`config.mk`:
```
export PLATFORM = sky130hd
export DESIGN_NAME = fe_fetch_queue
export DESIGN_NICKNAME = d
export VERILOG_FILES = /design/src/rtl/fe_pkg.sv /design/src/rtl/fe_fifo.sv /design/src/rtl/fe_fetch_queue.sv
export SDC_FILE = /design/constraint.sdc
export NUM_CORES = 1
export LEC_CHECK = 0
export BUFFER_PORTS_ARGS = -buffer_cell sky130_fd_sc_hd__clkbuf_2
export CAP_MARGIN = 20
export CORE_UTILIZATION = 45
export CTS_BUF_LIST = sky130_fd_sc_hd__clkbuf_2
export DETAILED_ROUTE_END_ITERATION = 10
export SLEW_MARGIN = 20
export SYNTH_ARGS = -nofsm -noshare
export SYNTH_HDL_FRONTEND = slang
export SYNTH_SLANG_ARGS = --single-unit
```
`constraint.sdc`:
```
create_clock -name clk -period 9.3 [get_ports clk]
set_input_delay 1.86 -clock clk [delete_from_list [all_inputs] [get_ports clk]]
set_output_delay 1.86 -clock clk [all_outputs]
set_load 0.1 [all_outputs]
```
`src/rtl/fe_pkg.sv`:
```
// rtl/fe_pkg.sv - shared fetch-stage defaults and queue-entry layout
package fe_pkg;

    localparam int          FE_DBITS    = 32;
    localparam int          FE_INSTBITS = 32;
    localparam int          FE_INSTSIZE = 4;
    localparam logic [31:0] FE_STARTPC  = 32'h100;

    // Field order matches the packed word stored in the fetch queue.
    typedef struct packed {
        logic [FE_INSTBITS-1:0] inst;
        logic [FE_DBITS-1:0]    pc;
        logic [FE_DBITS-1:0]    pcplus;
        logic [FE_DBITS-1:0]    inst_count;
    } fe_entry_t;

endpackage

```
`src/rtl/fe_fifo.sv`:
```
// rtl/fe_fifo.sv - synchronous FIFO with flush, head read combinationally from storage
module fe_fifo #(
    parameter int WIDTH = 8,
    parameter int DEPTH = 4
) (
    input  logic                     clk_i,
    input  logic                     reset_ni,
    input  logic                     flush_i,
    input  logic                     push_i,
    input  logic [WIDTH-1:0]         push_data_i,
    input  logic                     pop_i,
    output logic [WIDTH-1:0]         head_o,
    output logic [$clog2(DEPTH):0]   count_o
);
    localparam int AW = $clog2(DEPTH);

    logic [WIDTH-1:0] mem_q [DEPTH];
    logic [AW-1:0]    wptr_q, wptr_d, rptr_q, rptr_d;
    logic [AW:0]      count_q, count_d;
    logic             do_pop;

    always_comb begin
        do_pop  = pop_i && (count_q != '0);
        wptr_d  = wptr_q;
        rptr_d  = rptr_q;
        count_d = count_q;
        if (flush_i) begin
            wptr_d  = '0;
            rptr_d  = '0;
            count_d = '0;
        end else begin
            if (push_i) wptr_d = wptr_q + AW'(1);
            if (do_pop) rptr_d = rptr_q + AW'(1);
            count_d = count_q + (AW+1)'(push_i) - (AW+1)'(do_pop);
        end
    end

    always_ff @(posedge clk_i or negedge reset_ni) begin
        if (!reset_ni) begin
            wptr_q  <= '0;
            rptr_q  <= '0;
            count_q <= '0;
        end else begin
            wptr_q  <= wptr_d;
            rptr_q  <= rptr_d;
            count_q <= count_d;
        end
    end

    // Push at full is legal only alongside a pop: the slot being written is the one leaving.
    always_ff @(posedge clk_i) begin
        if (push_i && !flush_i) mem_q[wptr_q] <= push_data_i;
    end

    assign head_o  = mem_q[rptr_q];
    assign count_o = count_q;

endmodule

```
`src/rtl/fe_fetch_queue.sv`:
```
// rtl/fe_fetch_queue.sv - credit-limited instruction fetch with decoupling queue and redirect flush
module fe_fetch_queue
    import fe_pkg::*;
#(
    parameter int               DBITS    = FE_DBITS,
    parameter int               INSTBITS = FE_INSTBITS,
    parameter int               QDEPTH   = 4,
    parameter logic [DBITS-1:0] STARTPC  = DBITS'(FE_STARTPC),
    parameter int               INSTSIZE = FE_INSTSIZE
) (
    input  logic                    clk,
    input  logic                    reset,
    output logic                    imem_req,
    output logic [DBITS-1:0]        imem_addr,
    input  logic [INSTBITS-1:0]     imem_rdata,
    input  logic                    redirect_valid,
    input  logic [DBITS-1:0]        redirect_pc,
    input  logic                    de_ready,
    output logic                    out_valid,
    output logic [INSTBITS-1:0]     out_inst,
    output logic [DBITS-1:0]        out_pc,
    output logic [DBITS-1:0]        out_pcplus,
    output logic [DBITS-1:0]        out_inst_count,
    output logic [$clog2(QDEPTH):0] q_count
);
    localparam int               CW  = $clog2(QDEPTH) + 1;
    localparam int               EW  = INSTBITS + 3 * DBITS;
    localparam int               AL  = $clog2(INSTSIZE);
    localparam logic [DBITS-1:0] INC = DBITS'(INSTSIZE);

    logic [DBITS-1:0]    pc_q, pc_d, if_pc_q, if_pc_d, cnt_q, cnt_d, last_q, last_d;
    logic                if_valid_q, if_valid_d, delivered_q, delivered_d;
    logic                fetch, deq, enq;
    logic [CW:0]         occ;
    logic [EW-1:0]       push_data, head_data;
    logic [INSTBITS-1:0] h_inst;
    logic [DBITS-1:0]    h_pc, h_pcplus, h_cnt, redirect_base;

    assign redirect_base = (redirect_pc >> AL) << AL;
    assign {h_inst, h_pc, h_pcplus, h_cnt} = head_data;

    always_comb begin
        deq       = out_valid && de_ready;
        enq       = if_valid_q && !redirect_valid;
        // Credits: held entries plus the response still in flight, less what leaves this cycle.
        occ       = (CW+1)'(q_count) + (CW+1)'(if_valid_q) - (CW+1)'(deq);
        fetch     = !redirect_valid && (occ < (CW+1)'(QDEPTH));
        push_data = {imem_rdata, if_pc_q, if_pc_q + INC, cnt_q};

        pc_d        = pc_q;
        cnt_d       = cnt_q;
        last_d      = last_q;
        delivered_d = delivered_q;
        if_valid_d  = fetch;
        if_pc_d     = pc_q;

        if (deq) begin
            last_d      = h_cnt;
            delivered_d = 1'b1;
        end
        if (redirect_valid) begin
            pc_d  = redirect_base;
            cnt_d = (deq || delivered_q) ? last_d + DBITS'(1) : DBITS'(1);
        end else begin
            if (fetch) pc_d = pc_q + INC;
            if (enq) cnt_d = cnt_q + DBITS'(1);
        end
    end

    always_ff @(posedge clk or negedge reset) begin
        if (!reset) begin
            pc_q        <= STARTPC;
            if_valid_q  <= 1'b0;
            if_pc_q     <= '0;
            cnt_q       <= DBITS'(1);
            last_q      <= '0;
            delivered_q <= 1'b0;
        end else begin
            pc_q        <= pc_d;
            if_valid_q  <= if_valid_d;
            if_pc_q     <= if_pc_d;
            cnt_q       <= cnt_d;
            last_q      <= last_d;
            delivered_q <= delivered_d;
        end
    end

    fe_fifo #(
        .WIDTH (EW),
        .DEPTH (QDEPTH)
    ) u_fifo (
        .clk_i       (clk),
        .reset_ni    (reset),
        .flush_i     (redirect_valid),
        .push_i      (enq),
        .push_data_i (push_data),
        .pop_i       (deq),
        .head_o      (head_data),
        .count_o     (q_count)
    );

    assign imem_req       = fetch && reset;
    assign imem_addr      = pc_q;
    assign out_valid      = (q_count != '0);
    assign out_inst       = out_valid ? h_inst   : '0;
    assign out_pc         = out_valid ? h_pc     : '0;
    assign out_pcplus     = out_valid ? h_pcplus : '0;
    assign out_inst_count = out_valid ? h_cnt    : '0;

endmodule

```
== Word-level counts from Yosys, hierarchy flattened ==
Memory sizes are Yosys's and may differ from the RTL's.
Index checks and enable logic that the tools add are counted.
Storage, ports and cells
  register bits: 137
  output and inout port bits: 165
  bits in writable memories: 512
  word-level logic and storage cells: 50
  memories: 1
  bits in latches: 0
  memory bits (read-only): 0
Cells by class
  bitwise logic cells: 0
  add/sub/neg operators: 10
  equal/unequal tests: 0
  multiplexer cells: 17
  $mul: 0
  shifts and indexed selects: 0
  magnitude comparators: 1
  divide/modulo/power cells: 0
  reductions and logical operators: 12
Memory list
  u_fifo.mem_q: words 4, bits a word 128, read ports 1, clocked after Yosys merged registers in 0, write ports 1, line fe_fifo.sv:17  | logic [WIDTH-1:0] mem_q [DEPTH];
Operators by type and width (count)
  32-bit two-way mux: 10
  32-bit by 1-bit adder with 32-bit output (second input constant): 2
  32-bit by 3-bit adder with 32-bit output (second input constant): 2
  2-bit two-way mux: 4
  1-bit logical AND: 6
  2-bit nonzero test: 3
  2-bit by 1-bit adder with 2-bit output (second input constant): 2
  3-bit by 1-bit adder with 4-bit output: 1
  4-bit by 3-bit < comparator with 1-bit output (second input constant): 1
  4-bit by 1-bit subtractor with 4-bit output: 1
  3-bit by 1-bit adder with 3-bit output: 1
  3-bit two-way mux: 1
  3-bit nonzero test: 1
  3-bit by 1-bit subtractor with 3-bit output: 1
  1-bit two-way mux: 2
  1-bit logical NOT: 1
  1-bit logical OR: 1

== Depth between registers and ports, before layout ==
  depth in word-level cells: 7
  depth in mapped cells: 15
  gate-level depth less buffers: 10

== Modules after synthesis ==
Synthesis repeated with hierarchy kept, for this count alone.
Unflattened totals
  cell total of the unflattened synthesis: 1607
  area total of the unflattened synthesis: 26864.5 sq um
Modules (own cells, without submodules)
  fe_fifo: cells each 710, sequential area each 15549.9 sq um, area an instance 19010.7 sq um, instances 1
  fe_fetch_queue: cells each 897, sequential area each 3155.5 sq um, area an instance 7853.8 sq um, instances 1

== Least setup slack after synthesis ==
OpenSTA, ideal clock, no wires.
  kind: input to output
  start point: in de_ready
  end point: out imem_req
  arrival: 4.858 ns
  slack: 2.582 ns
  buffers on the path: 4
  data required time: 7.440 ns
  stages: 13
  cells stage by stage: o31ai_4 -> inv_2 -> buf_4 -> buf_2 -> buf_2 -> buf_2 -> nand2_1 -> ha_1 -> and3b_1 -> nor4_1 -> nor2_1 -> nor2_1 -> and2_1
Between the ends
  word-level cells in the longest chain between the ends: 5
RTL lines
  from (decl): line fe_fetch_queue.sv:18  | input logic de_ready,
  1-bit logical AND: line fe_fetch_queue.sv:43  | deq = out_valid && de_ready;
  named net deq: line fe_fetch_queue.sv:33  | logic fetch, deq, enq;
  4-bit by 1-bit subtractor with 4-bit output: line fe_fetch_queue.sv:46  | occ = (CW+1)'(q_count) + (CW+1)'(if_valid_q) - (CW+1)'(deq);
  4-bit by 3-bit < comparator with 1-bit output: line fe_fetch_queue.sv:47  | fetch = !redirect_valid && (occ < (CW+1)'(QDEPTH));
  1-bit logical AND: line fe_fetch_queue.sv:47
  named net fetch: line fe_fetch_queue.sv:33
  1-bit logical AND: line fe_fetch_queue.sv:102  | assign imem_req = fetch && reset;
  to (decl): line fe_fetch_queue.sv:13  | output logic imem_req,
The timed path passes the listed nets, and every way through them passes these cells.

== Final worst setup path ==
  start point: in de_ready
  end point: out imem_req
Between the ends
  word-level cells in the longest chain between the ends: 5
RTL lines (line)
  1-bit logical AND: fe_fetch_queue.sv:43
  4-bit by 1-bit subtractor with 4-bit output: fe_fetch_queue.sv:46
  4-bit by 3-bit < comparator with 1-bit output: fe_fetch_queue.sv:47
  1-bit logical AND: fe_fetch_queue.sv:47
  named net fetch: fe_fetch_queue.sv:33
  1-bit logical AND: fe_fetch_queue.sv:102
The timed path passes the listed nets, and every way through them passes these cells.

==> flow_summary.toml <==
[status]
outcome = "finished clean"

[die]
fp.dieH_um = 243
coreArea_um2 = 56800
boundaryPins = 233
rows = 87
die_area_um2 = 59000
dieWidth_um = 243
start_util = 0.459

[run]
cap_violations = 0

[worst_setup_path]
crit_path_end_kind = "primary output"
startpoint_type = "input port"
reg2reg_from = "u_fifo.rptr_q[0]"
cp-startpoint = "de_ready"
r2r-end = "cnt_q[24]"
crit_required_ns = 7.44
cp_cell_sequence = "clkbuf_2 -> o31ai_4 -> buf_4 -> inv_2 -> ha_1 -> and3b_1 -> nor4_1 -> nor2_1 -> nor2_1 -> and2_1 -> clkbuf_2"
rr_worst_depth = 7
critPathSlowestCell = "clkbuf_2"
criticalPathCategory = "in -> out"
arrival_ns = 4.42
path_delay_family = "simple AND/OR/NAND/NOR gates"
r2r_slack_ns = 5.20
cp_num_buf_inv = 4
crit_fanout = 28
critPathMaxStageDelay_ns = 0.47

[clock_network]
clk_pin_slew_ns = 0.09
ctsHtreeMaxLevel = 4
numCtsBuffers = 162
hold_buffers = 0
cts_tree = "built"
cts_setup_buffers = 0
root_buffer = "clkbuf_2"
cts-resized-gates = 0
clock_path_buffers = 3
clock-sinks = 629
insertion_delay_ns = 1.29

[drt]
wl_per_cell_um = 20.9
viasPerCell = 5.31
num_vias = 14800
drtIter0Drc = 809
final_antenna_net_count = 0
drc = 0
wirelength_um = 58400
first_pass_iters = 8

[global_route]
grt_pass1_vias = 15600
grt_max_degree = 86
grt_antenna_before_repair = 1
track_usage = 0.203
grt_pass1_wl_um = 90100
gr-total-overflow = 0

[synthesis]
seq_area_frac_synth = 0.698
ys_types = 70
ys_ff_latch = 629
synth.avg_cell_area_um2 = 16.6
synth.area.top_cells = "edfxtp_1, dfrtp_1, mux4_2"
synth_top_area_cell = "edfxtp_1"
synthFlopType = "edfxtp_1"
synthCells = 1570
synth_edf_count = 496
yosysTopAreaCellShare = 0.571
ys_warn_count = 0
async_flop_share = 0.211
syn_area_um2 = 26100

[hold_path]
holdPathEnd = "if_pc_q[31]"
worstHoldStart = "imem_addr[31]"
hold_path_class = "reg -> reg"
whs_path_depth = 0

[sta]
finalHoldViolCount = 0
setup_viol_count_final = 0
rsz0062_at_grt = "false"
fin_ws_ns = 3.02
slew_headroom = 0.224
tightest_slew_ns = 1.15
clock_skew_ns = 0.0861
final_max_slew_viol_count = 0
finalWorstPathRequiredPeriod_ns = 6.28
setup_tns_ns = 0
period_share = 0.675
max_freq_ghz = 0.159

[placement]
gp_congestion = 0.808
place_hpwl_um = 34100
place_ws_ns = 3.01
io_buffer_count = 224

[cells_and_area]
final_cell_mix = "edfxtp_1, clkbuf_2, and2_1, dfrtp_1, mux4_2"
final.fill_count = 4839
layout_commonest_cell = "edfxtp_1"
final_core_util = 0.519
fin_nets = 1981
area_delta_synth_final_pct = 13.1
drive_above_1_share = 0.321
## area by class of cell
cell class | instances | area [µm²] | share of cell area
Clock inverter | 48 | 283 | 0.00958
Antenna cell | 1 | 2.50 | 0.0000848
Multi-Input combinational cell | 823 | 7340 | 0.249
Clock buffer | 252 | 1260 | 0.0427
Tap cell | 756 | 946 | 0.0320
Sequential cell | 629 | 18200 | 0.618
Inverter | 44 | 165 | 0.00560
Timing Repair Buffer | 241 | 1280 | 0.0434
## flip-flops by register name, indices dropped and copies added (netlist names)
| register | count |
|---|---|
| last_q | 32 |
| if_pc_q | 30 |
| u_fifo.wptr_q | 2 |
| u_fifo.rptr_q | 2 |
| delivered_q | 1 |
| u_fifo.count_o | 3 |
| u_fifo.mem_q | 496 |
| imem_addr | 30 |
| cnt_q | 32 |
| if_valid_q | 1 |
## per-stage QoR
| stage | area [µm²] | std cells | hold WS [ns] |
|---|---|---|---|
| after floorplan | 26100 | 1575 | 0.446 |
| final | 29500 | 2794 | 0.449 |
| after global routing | 29500 | 2794 | 0.442 |
| after detailed placement | 28000 | 2493 | 0.421 |
| after global placement | 28000 | 2493 | 0.432 |
| after CTS | 29500 | 2793 | 0.384 |
## cell families (layout without fill, tap and decap cells)
logic type                 Yosys count  after routing  share of synthesized area
and+or+nand+nor                    452            452                     0.0934
muxes                              145            145                      0.117
DFF                                629            629                      0.698
other                                1              7                   0.000144
adders and majority gates           12             12                    0.00604
buffers and inverters              123            585                     0.0219
AOI/OAI and AO/OA                  108            108                     0.0299
xor gates and xnor gates           100            100                     0.0336
## cell usage after synthesis, drive strengths merged (7+ instances only)
| cell type | count |
|---|---|
| nand4 | 26 |
| and3 | 20 |
| mux2i | 19 |
| nor2 | 44 |
| o32ai | 7 |
| and4 | 8 |
| buf | 34 |
| o22ai | 9 |
| xor2 | 28 |
| clkbuf | 45 |
| xnor2 | 72 |
| inv | 44 |
| or4 | 7 |
| nor4 | 19 |
| dfrtp | 131 |
| mux4 | 124 |
| o21ai | 35 |
| nand3 | 49 |
| and2 | 137 |
| nor3 | 18 |
| ha | 11 |
| edfxtp | 496 |
| nand2 | 111 |
| a21oi | 10 |
## layer usage
| layer | global-route usage | share of wire | vias to the layer above |
|---|---|---|---|
| met3 | 0.0479 | 0.050 | 79 |
| met2 | 0.332 | 0.50 | 368 |
| met4 | 0.0747 | 0.018 | 0 |
| met1 | 0.264 | 0.43 | 7604 |
| met5 | 0 | 0 | - |
| li1 | - | - | 6782 |
## how the worst max path moves through the flow
stage | endpoint | slack, ns | cells past startpoint
floorplan | imem_req | 2.58 | 13
global placement | imem_req | 3.05 | 11
detailed placement | imem_req | 3.01 | 11
CTS | out_inst_count[25] | 2.69 | 4
global route | imem_req | 2.54 | 11
finish | imem_req | 3.02 | 11
Power is not shown: default switching activity piles up to over one toggle a cycle in this logic, so the estimate is an artifact.
